<file path="config.mk">
export PLATFORM = sky130hd
export DESIGN_NAME = vend_scheduler
export DESIGN_NICKNAME = d
export VERILOG_FILES = /design/src/rtl/vend_scheduler.sv
export SDC_FILE = /design/constraint.sdc
export NUM_CORES = 1
export LEC_CHECK = 0
export CAP_MARGIN = 5
export CORE_MARGIN = 5
export CORE_UTILIZATION = 34
export CTS_BUF_LIST = sky130_fd_sc_hd__clkbuf_8 sky130_fd_sc_hd__clkbuf_16
export CTS_CLUSTER_SIZE = 12
export DETAILED_ROUTE_END_ITERATION = 8
export PLACE_DENSITY = 0.6
export SLEW_MARGIN = 20
export SYNTH_ARGS = -nofsm -noshare
export SYNTH_HDL_FRONTEND = slang
export SYNTH_SLANG_ARGS = --single-unit
</file>
<file path="constraint.sdc">
create_clock -name clk -period 3.2 [get_ports clk]
set_clock_uncertainty 0.05 [all_clocks]
set_input_delay 0.48 -clock clk [delete_from_list [all_inputs] [get_ports clk]]
set_output_delay 0.48 -clock clk [all_outputs]
set_load 0.005 [all_outputs]
</file>
<file path="src/rtl/vend_scheduler.sv">
// Vending machine scheduler: coin credit, item selection,
// dispense handshake and quarter-by-quarter change return.
`timescale 1ns/1ps
module vend_scheduler #(
  parameter int unsigned PRICE0     = 3,
  parameter int unsigned PRICE1     = 4,
  parameter int unsigned PRICE2     = 5,
  parameter int unsigned PRICE3     = 8,
  parameter int unsigned CREDIT_MAX = 16
) (
  input  logic       clk,
  input  logic       rst,
  input  logic       Q_in,
  input  logic       D_in,
  input  logic       sel_valid,
  input  logic [1:0] sel_id,
  input  logic       cancel,
  output logic       disp_req,
  output logic [1:0] disp_id,
  input  logic       disp_ack,
  output logic       chg_req,
  input  logic       chg_ack,
  output logic [4:0] credit,
  output logic       coin_reject,
  output logic       sel_reject,
  output logic       busy
);

  typedef enum logic [1:0] {
    IDLE,
    DISPENSE,
    CHANGE
  } state_t;

  localparam logic [5:0] MAX6 = 6'(CREDIT_MAX);

  state_t     state_q;
  state_t     state_d;
  logic [4:0] credit_q;
  logic [4:0] credit_d;
  logic [1:0] id_q;
  logic [1:0] id_d;
  logic       crej_q;
  logic       crej_d;
  logic       srej_q;
  logic       srej_d;

  logic [2:0] coin_val;
  logic       coin_any;
  logic [5:0] coin_sum;
  logic       coin_fits;
  logic [4:0] price;
  logic       afford;
  logic       has_credit;

  // Coin value (quarter=1, dollar=4) and the widened sum so
  // the ceiling compare can never be fooled by a 5-bit wrap.
  always_comb begin
    coin_val  = {D_in, 1'b0, Q_in};
    coin_any  = Q_in | D_in;
    coin_sum  = {1'b0, credit_q} + {3'b000, coin_val};
    coin_fits = (coin_sum <= MAX6);
  end

  // Price lookup for the requested item.
  always_comb begin
    price = 5'(PRICE0);
    unique case (sel_id)
      2'd0: price = 5'(PRICE0);
      2'd1: price = 5'(PRICE1);
      2'd2: price = 5'(PRICE2);
      2'd3: price = 5'(PRICE3);
      default: price = 5'(PRICE0);
    endcase
  end

  // Affordability and nonzero-credit flags.
  always_comb begin
    afford     = (credit_q >= price);
    has_credit = (credit_q != 5'd0);
  end

  // Next-state, credit, latched item and reject pulses.
  always_comb begin
    state_d  = state_q;
    credit_d = credit_q;
    id_d     = id_q;
    crej_d   = 1'b0;
    srej_d   = 1'b0;
    unique case (state_q)
      IDLE: begin
        if (cancel) begin
          crej_d = coin_any;
          if (has_credit) begin
            state_d = CHANGE;
          end
        end else if (sel_valid) begin
          crej_d = coin_any;
          if (afford) begin
            id_d     = sel_id;
            credit_d = credit_q - price;
            state_d  = DISPENSE;
          end else begin
            srej_d = 1'b1;
          end
        end else if (coin_any) begin
          if (coin_fits) begin
            credit_d = coin_sum[4:0];
          end else begin
            crej_d = 1'b1;
          end
        end
      end
      DISPENSE: begin
        crej_d = coin_any;
        if (disp_ack) begin
          state_d = has_credit ? CHANGE : IDLE;
        end
      end
      CHANGE: begin
        crej_d = coin_any;
        if (!has_credit) begin
          state_d = IDLE;
        end else if (chg_ack) begin
          credit_d = credit_q - 5'd1;
          if (credit_q == 5'd1) begin
            state_d = IDLE;
          end
        end
      end
      default: begin
        state_d = IDLE;
      end
    endcase
  end

  // State and datapath registers; reset forfeits any credit.
  always_ff @(posedge clk or posedge rst) begin
    if (rst) begin
      state_q  <= IDLE;
      credit_q <= 5'd0;
      id_q     <= 2'd0;
      crej_q   <= 1'b0;
      srej_q   <= 1'b0;
    end else begin
      state_q  <= state_d;
      credit_q <= credit_d;
      id_q     <= id_d;
      crej_q   <= crej_d;
      srej_q   <= srej_d;
    end
  end

  // Handshake requests follow the registered state directly.
  always_comb begin
    disp_req    = (state_q == DISPENSE);
    chg_req     = (state_q == CHANGE);
    busy        = (state_q != IDLE);
    disp_id     = id_q;
    credit      = credit_q;
    coin_reject = crej_q;
    sel_reject  = srej_q;
  end

endmodule

</file>
==> flow_summary.ini, run 1 <==
[yosys]
synthesized_net_count = 164
synth_top_family_by_area = compound AO/OA/AOI/OAI gates
synth-simple-area-share_pct = 18.7
synth-seq-cells = 11
netlist-cell-type-count = 43
synth.avg_cell_area_sq_um = 8.27
synth_fa_ha_area_share_pct = 19.4
synthMuxAreaShare_pct = 0.994
yosys_warnings = 0
synth_top_area_share_pct = 24.3
syn-instance-count = 137
count_of_flip_flops_with_a_built_in_enable_after_synthesis = 0
share_of_the_yosys_chip_area_belonging_to_registers_pct = 24.3
synth_compound_gate_area_share_pct = 26.1
netlist_area_sq_mm = 0.00113
synth_largest_area_cell = sky130_fd_sc_hd__dfrtp_1
synthXorXnorAreaFrac_pct = 3.09
postSynth.topFlopCell = sky130_fd_sc_hd__dfrtp_1
asyncSetResetFlopFracSynth_pct = 100
synth.top_cells.by_area = sky130_fd_sc_hd__dfrtp_1 (24%), sky130_fd_sc_hd__ha_1 (18%), sky130_fd_sc_hd__o21ai_0 (5.7%), sky130_fd_sc_hd__inv_1 (5.3%), sky130_fd_sc_hd__nand2_1 (4.3%)

[cells_and_area]
num_antenna_cells = 0
post_route_cells_drive_above_1_share_pct = 8.13
layout.cells.most_common_list = sky130_fd_sc_hd__clkdlybuf4s50_1 (21), sky130_fd_sc_hd__inv_1 (17), sky130_fd_sc_hd__ha_1 (16), sky130_fd_sc_hd__nand2_1 (13), sky130_fd_sc_hd__o21ai_0 (13)
layout.nets = 188
final_util_pct = 43.7
finish.cell_count_without_fillers = 206
layout_commonest_cell = sky130_fd_sc_hd__clkdlybuf4s50_1
ff_latch_area_sq_um = 275
n_fill_cell = 334
multi_input_area_sq_um = 773
area_growth_pct = 26.9

[floorplanning]
die_width_microns = 67.7
fp.dieH_microns = 67.7
coreArea_sq_mm = 0.00328
start_util_pct = 34.5
top_level_ports = 22
die-area_sq_mm = 0.00458
row_count = 21

[critical_path]
crit_fanout = 3
cp_startpoint_kind = input pin
critical_path.cell_chain = clkdlybuf4s50_1 -> inv_1 -> ha_1 -> or2_2 -> ha_1 -> inv_1 -> fa_1 -> a21o_1 -> a21oi_1 -> nor2b_1 -> a311o_1 -> a21oi_1 -> o21ai_0
worst-setup-path-type = in2reg
critical_path.max_stage_delay_ns = 0.48
rr_endpoint = credit[0]
reg2reg_depth = 8
required_ns = 3.26
critical_path_arrival_ns = 2.89
flop2flop_setup_slack_ns = 0.73
end_kind = flop
r2r_start = credit[0]
cell_type_of_the_slowest_stage_on_the_worst_timing_path = sky130_fd_sc_hd__clkdlybuf4s50_1

[min_path]
hold_path_startpoint = disp_id[0]
worstHoldPathCells = 2
min_delay_worst_endpoint = disp_id[0]
timing.hold.worst.class = reg2reg

[power_and_ir_drop]
leakage_nw = 0.628
power_per_cell_area_mw_per_mm2 = 958
irDropWorstVdd_mv = 0.335

[sta]
final_period_minus_worst_setup_slack_ns = 2.83
timing_max_transition_violations_final = 0
fin_crit_sh_pct = 88.4
fmaxAchievable_mhz = 354
timing_hold_violations_final = 0
grt_setup_unrepaired = no
finalSetupViolations = 0
fin_worst_hold_slack_ns = 0.436
worst_slew_margin_rel_pct = 56.1
fin_setup_tns_ns = 0
tightestPinTransition_ns = 0.649

[grt]
via_count_of_the_first_global_routing_pass = 1078
pin_count_of_the_biggest_net_entering_global_routing = 16
globalRouteOverflowTotal = 0
groute.usage.overall_pct = 13.6
grt_pass1_wl_mm = 4.79
antenna_found_initial = 0

[placed_design]
routabilityCongestion = 0.860
dp.final_hpwl_mm = 2.31
dp_cells = 202
buffer_ports.inserted = 21

[job]
max-cap-violations = 0

[clock_tree]
numCtsBuffers = 3
tritoncts_num_sinks = 11
holdBufCountCts = 0
h-tree-depth = 1
tritoncts = yes
cts.repair.resized = 0
clockRootBuffer = sky130_fd_sc_hd__clkbuf_8
clk_path_buf_depth = 2
cts.reportedPaths.clkPinSlew_ns = 0.05
clkLatencyLatePin_ns = 0.24
post-cts-setup-buffers = 0

[outcome]
outcome = completed

[detailed_routing]
final_antenna_net_count = 0
num_vias = 1101
dr.first_iter.drc_count = 48
viasPerCell = 5.34
post-route-drc-count = 0
drt-wirelength-per-cell_microns = 13.8
drtPass1Iterations = 4
wl_mm = 2.85
-- critical path, delay by kind of cell --
kind | cells | cell delay [ns]
adders and majority gates | 3 | 0.61
and+or+nand+nor | 2 | 0.44
AOI/OAI and AO/OA | 5 | 0.72
buffers and inverters | 3 | 0.63
-- report_power, final --
group	internal (W)	leakage [nW]	switching, W	total (W)
Combinational	0.000462	0.464	0.000481	0.000943
Sequential	0.000202	0.138	0.0000943	0.000297
Clock	0.0000841	0.0269	0.0000513	0.000135
Total	0.000748	0.628	0.000627	0.00138
-- state kept, by name (all words and copies together), names as in the netlist --
register / flops
coin_reject: 1
credit: 5
disp_id: 2
sel_reject: 1
state_q: 2
-- worst max-delay path by stage --
stage,start,endpoint
after global placement,sel_id[1],credit[0]
after detailed placement,sel_id[1],credit[0]
final,sel_id[0],credit[4]
after floorplan,sel_id[0],credit[0]
after global routing,sel_id[0],credit[4]
after CTS,sel_id[0],credit[4]
-- cell usage after synthesis, types with 2 or more instances --
| cell | instances |
|---|---|
| sky130_fd_sc_hd__inv_1 | 16 |
| sky130_fd_sc_hd__a21oi_1 | 6 |
| sky130_fd_sc_hd__o21ai_0 | 13 |
| sky130_fd_sc_hd__clkbuf_1 | 2 |
| sky130_fd_sc_hd__nor2_1 | 10 |
| sky130_fd_sc_hd__a31oi_1 | 5 |
| sky130_fd_sc_hd__xnor2_1 | 3 |
| sky130_fd_sc_hd__a21o_1 | 2 |
| sky130_fd_sc_hd__ha_1 | 16 |
| sky130_fd_sc_hd__o211ai_1 | 2 |
| sky130_fd_sc_hd__dfrtp_1 | 11 |
| sky130_fd_sc_hd__nand4_1 | 2 |
| sky130_fd_sc_hd__nand3_1 | 3 |
| sky130_fd_sc_hd__nand2_1 | 13 |
| sky130_fd_sc_hd__nor3_2 | 2 |
| sky130_fd_sc_hd__a211oi_1 | 2 |
| sky130_fd_sc_hd__nor2b_1 | 2 |
| sky130_fd_sc_hd__nor3_1 | 2 |
-- area by class of cell --
class                           count  share of cell area (%)
Tap cell                           46                    4.01
Multi-Input combinational cell    106                    53.8
Timing Repair Buffer               23                    15.7
Inverter                           16                    4.18
Clock inverter                      1                   0.261
Clock buffer                        3                    2.87
Sequential cell                    11                    19.2
-- metrics by stage --
stage / cell area [sq um] / power [W] / setup slack, ns
floorplan: 1130 / 0.000928 / 0.703
global placement: 1390 / 0.00123 / 0.162
detailed placement: 1390 / 0.00124 / 0.138
CTS: 1440 / 0.00138 / 0.382
global route: 1440 / 0.00152 / 0.152
finish: 1440 / 0.00138 / 0.372
-- layer usage --
metal | track usage, % | routed length [microns] | up-vias
li1 | - | - | 538
met2 | 23.8 | 1380 | 42
met1 | 16.4 | 1240 | 510
met4 | 4.30 | 71 | 0
met5 | 0 | 0 | -
met3 | 3.00 | 159 | 11
-- cells by family after synthesis --
logic type,Yosys count
and+or+nand+nor,41
buffers and inverters,20
adders and majority gates,17
AOI/OAI and AO/OA,43
xor gates and xnor gates,4
DFF,11
muxes,1
No activity file was read; power rests on OpenSTA's default activity.
==> run 2, diff against run 1 <==
--- a/config.mk
+++ b/config.mk
@@ -6,7 +6,6 @@
 export NUM_CORES = 1
 export LEC_CHECK = 0
 export CAP_MARGIN = 5
-export CORE_MARGIN = 5
 export CORE_UTILIZATION = 34
 export CTS_BUF_LIST = sky130_fd_sc_hd__clkbuf_8 sky130_fd_sc_hd__clkbuf_16
 export CTS_CLUSTER_SIZE = 12
==> constraint.sdc (replaced) <==
create_clock -name clk -period 3.1 [get_ports clk]
set_clock_uncertainty 0.05 [all_clocks]
set_input_delay 0.465 -clock clk [delete_from_list [all_inputs] [get_ports clk]]
set_output_delay 0.465 -clock clk [all_outputs]
set_load 0.005 [all_outputs]
==> flow_summary.ini, run 2 (same netlist as run 1, synthesis figures left out) <==
[outcome]
outcome = completed

[grt]
via_count_of_the_first_global_routing_pass = 1001
groute.usage.overall_pct = 16.9
pin_count_of_the_biggest_net_entering_global_routing = 16
globalRouteOverflowTotal = 0
grt_pass1_wl_mm = 4.49
antenna_found_initial = 0

[cells_and_area]
area_growth_pct = 28.7
layout.cells.most_common_list = sky130_fd_sc_hd__clkdlybuf4s50_1 (21), sky130_fd_sc_hd__inv_1 (16), sky130_fd_sc_hd__ha_1 (16), sky130_fd_sc_hd__nand2_1 (13), sky130_fd_sc_hd__o21ai_0 (13)
num_antenna_cells = 0
post_route_cells_drive_above_1_share_pct = 10.4
number_of_flip_flops_under_the_largest_register_name = 5
layout.nets = 191
layout_commonest_cell = sky130_fd_sc_hd__clkdlybuf4s50_1
n_fill_cell = 332

[detailed_routing]
final_antenna_net_count = 0
num_vias = 1078
drtPass1Iterations = 4
dr.first_iter.drc_count = 44
viasPerCell = 5.21
drt-wirelength-per-cell_microns = 13.2
post-route-drc-count = 0
wl_mm = 2.74

[floorplanning]
fp.dieH_microns = 59.7
coreArea_sq_mm = 0.00310
die-area_sq_mm = 0.00357
top_level_ports = 22
row_count = 20
start_util_pct = 36.5
die_width_microns = 59.7

[sta]
worst_slew_margin_rel_pct = 58.2
timing_hold_violations_final = 0
final_period_minus_worst_setup_slack_ns = 2.85
fin_crit_sh_pct = 91.9
fin_setup_tns_ns = 0
finalSetupViolations = 0
timing_max_transition_violations_final = 0
fmaxAchievable_mhz = 351
grt_setup_unrepaired = no
tightestPinTransition_ns = 0.619
post-route-worst-setup-slack_ns = 0.253

[placed_design]
pre_cts_slack_ns = 0.0140
buffer_ports.inserted = 21
dp.final_hpwl_mm = 2.20
routabilityCongestion = 0.821

[critical_path]
crit_fanout = 4
cp_startpoint_kind = input pin
cell_type_of_the_slowest_stage_on_the_worst_timing_path = sky130_fd_sc_hd__clkdlybuf4s50_1
crit_family = compound AO/OA/AOI/OAI gates
end_kind = flop
worstPathBufferInverterCount = 2
most_numerous_cell_on_the_critical_path = sky130_fd_sc_hd__ha_1
critical_path_arrival_ns = 2.92
required_ns = 3.18
critical_path.cell_chain = clkdlybuf4s50_1 -> inv_1 -> ha_1 -> or2_2 -> ha_1 -> nor2b_1 -> o21ai_1 -> a31oi_1 -> a2bb2oi_2 -> a2111oi_0 -> a211o_1
critical_path.max_stage_delay_ns = 0.48
flop2flop_setup_slack_ns = 0.57
worst-setup-path-type = in2reg

[clock_tree]
tritoncts = yes
tritoncts_num_sinks = 11
clk_path_buf_depth = 2
clockRootBuffer = sky130_fd_sc_hd__clkbuf_8
clkLatencyLatePin_ns = 0.24
h-tree-depth = 1
cts.reportedPaths.clkPinSlew_ns = 0.05
holdBufCountCts = 0
numCtsBuffers = 3
post-cts-setup-buffers = 0
cts.repair.resized = 0

[job]
max-cap-violations = 0

[power_and_ir_drop]
leakage_nw = 0.641
irDropWorstVdd_mv = 0.412
power_per_cell_area_mw_per_mm2 = 992

[min_path]
timing.hold.worst.class = reg2reg
run 2: cell count changes in the layout (fill, tap and decap cells not counted):
| cell | before | now |
|---|---|---|
| sky130_fd_sc_hd__buf_4 | 2 | 5 |
| sky130_fd_sc_hd__inv_1 | 17 | 16 |
| sky130_fd_sc_hd__clkinv_2 | 0 | 1 |
run 2: per-layer routing:
layer	GRT usage [%]	part of all wire, %	vias to the layer above
met4	3.32	0.91	0
met3	4.11	5.0	2
li1	-	-	543
met2	29.4	47	31
met5	0	0	-
met1	21.3	47	502
run 2: path summary, 6_finish.rpt:
path / from / to / depth (start not counted)
worst max-delay path: sel_id[0] / credit[0] / 11
max in group asynchronous: rst / sel_reject / 2
worst min register to register: disp_id[0] / disp_id[0] / 2
worst min-delay path: disp_id[0] / disp_id[0] / 2
min in group asynchronous: rst / credit[0] / 2
worst max register to register: credit[1] / credit[0] / 8
run 2: cell type report:
class | instances | area (sq um) | share of cell area [%]
Clock buffer | 3 | 41.3 | 2.83
Clock inverter | 1 | 5.00 | 0.343
Inverter | 16 | 60.1 | 4.12
Tap cell | 44 | 55.1 | 3.78
Timing Repair Buffer | 26 | 248 | 17.0
Sequential cell | 11 | 275 | 18.9
Multi-Input combinational cell | 106 | 773 | 53.0
run 2: tightest hold or removal path: stages (launching register included):
cell and delay [ns]:
sky130_fd_sc_hd__dfrtp_1 0.34, sky130_fd_sc_hd__nand2_1 0.05, sky130_fd_sc_hd__o21ai_0 0.06
run 2: stage by stage:
step	util, %	instance area, sq um	std cells	power, W	hold WS, ns
floorplan	-	1130	137	0.000958	0.267
global placement	45.5	1410	203	0.00129	0.446
detailed placement	45.5	1410	203	0.00130	0.430
CTS	47.0	1460	207	0.00145	0.443
global route	47.0	1460	207	0.00158	0.482
finish	47.0	1460	207	0.00145	0.434
run 2: power breakdown:
| part | total [W] | leakage, nW | internal (W) | switching, W |
|---|---|---|---|---|
| combinational | 0.000996 | 0.478 | 0.000496 | 0.000501 |
| clock | 0.000143 | 0.0255 | 0.0000883 | 0.0000549 |
| sequential | 0.000307 | 0.138 | 0.000209 | 0.0000976 |
==> run 3, diff against run 2 <==
--- a/config.mk
+++ b/config.mk
@@ -11,7 +11,7 @@
 export CTS_CLUSTER_SIZE = 12
 export DETAILED_ROUTE_END_ITERATION = 8
 export PLACE_DENSITY = 0.6
-export SLEW_MARGIN = 20
+export SLEW_MARGIN = 5
 export SYNTH_ARGS = -nofsm -noshare
 export SYNTH_HDL_FRONTEND = slang
 export SYNTH_SLANG_ARGS = --single-unit
==> constraint.sdc (replaced) <==
create_clock -name clk -period 3.1 [get_ports clk]
set_clock_uncertainty 0.05 [all_clocks]
set_input_delay 0.62 -clock clk [delete_from_list [all_inputs] [get_ports clk]]
set_output_delay 0.62 -clock clk [all_outputs]
set_load 0.005 [all_outputs]
==> flow_summary.ini, run 3 (same netlist as run 1, synthesis figures left out) <==
[power_and_ir_drop]
switchingPower_w = 0.000657
power.clock.fraction_pct = 9.6
combinational_cell_fraction_of_total_power_pct = 69.6
p_int_w = 0.000821
power.switching_fraction_pct = 44.4
leakage_nw = 0.672
power_per_cell_area_mw_per_mm2 = 983
power_frac_seq_pct = 20.8
irDropWorstVdd_mv = 0.383

[placed_design]
buffer_ports.inserted = 21
dp.final_hpwl_mm = 2.30
pre_cts_slack_ns = -0.121
routabilityCongestion = 0.870

[detailed_routing]
viasPerCell = 5.27
num_vias = 1122
dr.first_iter.drc_count = 72
drt-wirelength-per-cell_microns = 13.0
wl_mm = 2.77
drtPass1Iterations = 4
post-route-drc-count = 0
final_antenna_net_count = 0

[cells_and_area]
num_antenna_cells = 0
layout.cells.most_common_list = sky130_fd_sc_hd__clkdlybuf4s50_1 (21), sky130_fd_sc_hd__inv_1 (17), sky130_fd_sc_hd__ha_1 (16), sky130_fd_sc_hd__nand2_1 (13), sky130_fd_sc_hd__o21ai_0 (13)
number_of_flip_flops_under_the_largest_register_name = 5
layout.nets = 197
post_route_cells_drive_above_1_share_pct = 13.0
area_growth_pct = 32.7
layout_commonest_cell = sky130_fd_sc_hd__clkdlybuf4s50_1

[critical_path]
critical_path_arrival_ns = 3.01
end_kind = flop
crit_family = adder cells
worst-setup-path-type = in2reg
reg2reg_depth = 8
worstPathBufferInverterCount = 3
critical_path.max_stage_delay_ns = 0.50
critical_path.cell_chain = clkdlybuf4s50_1 -> inv_1 -> ha_1 -> or2_2 -> ha_1 -> inv_1 -> fa_1 -> mux2_2 -> o21ai_0 -> o21ai_0
cp_startpoint_kind = input pin
required_ns = 3.15
timing.critical_path.depth = 10
cell_type_of_the_slowest_stage_on_the_worst_timing_path = sky130_fd_sc_hd__clkdlybuf4s50_1
crit_fanout = 3

[floorplanning]
fp.dieH_microns = 59.7
die_width_microns = 59.7
die-area_sq_mm = 0.00357
coreArea_sq_mm = 0.00310
start_util_pct = 36.5
top_level_ports = 22
row_count = 20

[grt]
global_route.usage.met2_pct = 30.8
groute.usage.overall_pct = 17.8
grt_pass1_wl_mm = 4.81
antenna_found_initial = 0
via_count_of_the_first_global_routing_pass = 1080
busiest_layer = met2
globalRouteMet3Util_pct = 3.46
pin_count_of_the_biggest_net_entering_global_routing = 16
globalRouteOverflowTotal = 0
grt_use_met1_pct = 22.7

[clock_tree]
clockRootBuffer = sky130_fd_sc_hd__clkbuf_8
clkLatencyLatePin_ns = 0.24
cts.reportedPaths.clkPinSlew_ns = 0.05
tritoncts_num_sinks = 11
post-cts-setup-buffers = 0
h-tree-depth = 1
clk_path_buf_depth = 2
tritoncts = yes
numCtsBuffers = 3

[outcome]
outcome = completed

[sta]
fin_crit_sh_pct = 95.2
fmaxAchievable_mhz = 339
timing_max_transition_violations_final = 0
grt_setup_unrepaired = no
post-route-worst-setup-slack_ns = 0.147
worst_slew_margin_rel_pct = 57.3
tightestPinTransition_ns = 0.631
final_period_minus_worst_setup_slack_ns = 2.95
fin_worst_hold_slack_ns = 0.441
timing_hold_violations_final = 0
finalSetupViolations = 0

[min_path]
worstHoldPathCells = 2
timing.hold.worst.class = reg2reg

[job]
max-cap-violations = 0
## run 3: per-stage QoR
step                util, %  cell area (sq um)  TNS, ns  instances  power (W)
floorplan                 -               1130        0        137   0.000958
global placement       46.9               1460   -0.252        209    0.00132
detailed placement     46.9               1460   -0.402        209    0.00134
CTS                    48.4               1500        0        213    0.00148
global route           48.4               1500        0        213    0.00164
finish                 48.4               1500        0        213    0.00148
## run 3: worst paths after layout
check	start	to	slack, ns
worst max-delay path	sel_id[1]	credit[1]	0.15
worst min-delay path	disp_id[1]	disp_id[1]	0.44
worst max register to register	credit[1]	credit[0]	0.58
worst min register to register	disp_id[1]	disp_id[1]	0.44
max in group asynchronous	rst	sel_reject	2.06
min in group asynchronous	rst	disp_id[1]	0.63
## run 3: timing repair
| action | in CTS | in global routing |
|---|---|---|
| gates resized for setup | 0 | 1 |
| setup endpoints to repair | 0 | 2 |
| hold buffers | 0 | 0 |
## run 3: per-layer routing
layer	vias to the layer above	wire, microns	part of all wire [%]
li1	557	-	-
met1	521	1250	45
met2	40	1330	48
met3	4	144	5.2
met4	0	51	1.8
met5	-	0	0
## run 3: power by group through the flow
stage / Combinational (W) / Clock (W) / Sequential, W
finish: 0.00103 / 0.000141 / 0.000307
floorplan: 0.000681 / 0 / 0.000276
global placement: 0.00102 / 0 / 0.000307
detailed placement: 0.00103 / 0 / 0.000309
CTS: 0.00103 / 0.000143 / 0.000307
global route: 0.00117 / 0.000151 / 0.000317
## run 3: worst reg2reg max path, cell delays in order (launching register included)
cell	delay, ns
sky130_fd_sc_hd__dfrtp_1	0.49
sky130_fd_sc_hd__inv_1	0.19
sky130_fd_sc_hd__ha_1	0.30
sky130_fd_sc_hd__or4b_4	0.50
sky130_fd_sc_hd__a41oi_2	0.26
sky130_fd_sc_hd__nor3_2	0.07
sky130_fd_sc_hd__a2bb2oi_2	0.23
sky130_fd_sc_hd__a2111oi_1	0.09
sky130_fd_sc_hd__a211o_1	0.25
## run 3: area by class of cell
type	count	area, sq um
clock buffers	3	41.3
clock inverters	1	3.75
fillers	333	1600
inverters	16	60.1
multi-input cells	106	774
flip-flops and latches	11	275
well taps	44	55.1
repair buffers	32	293
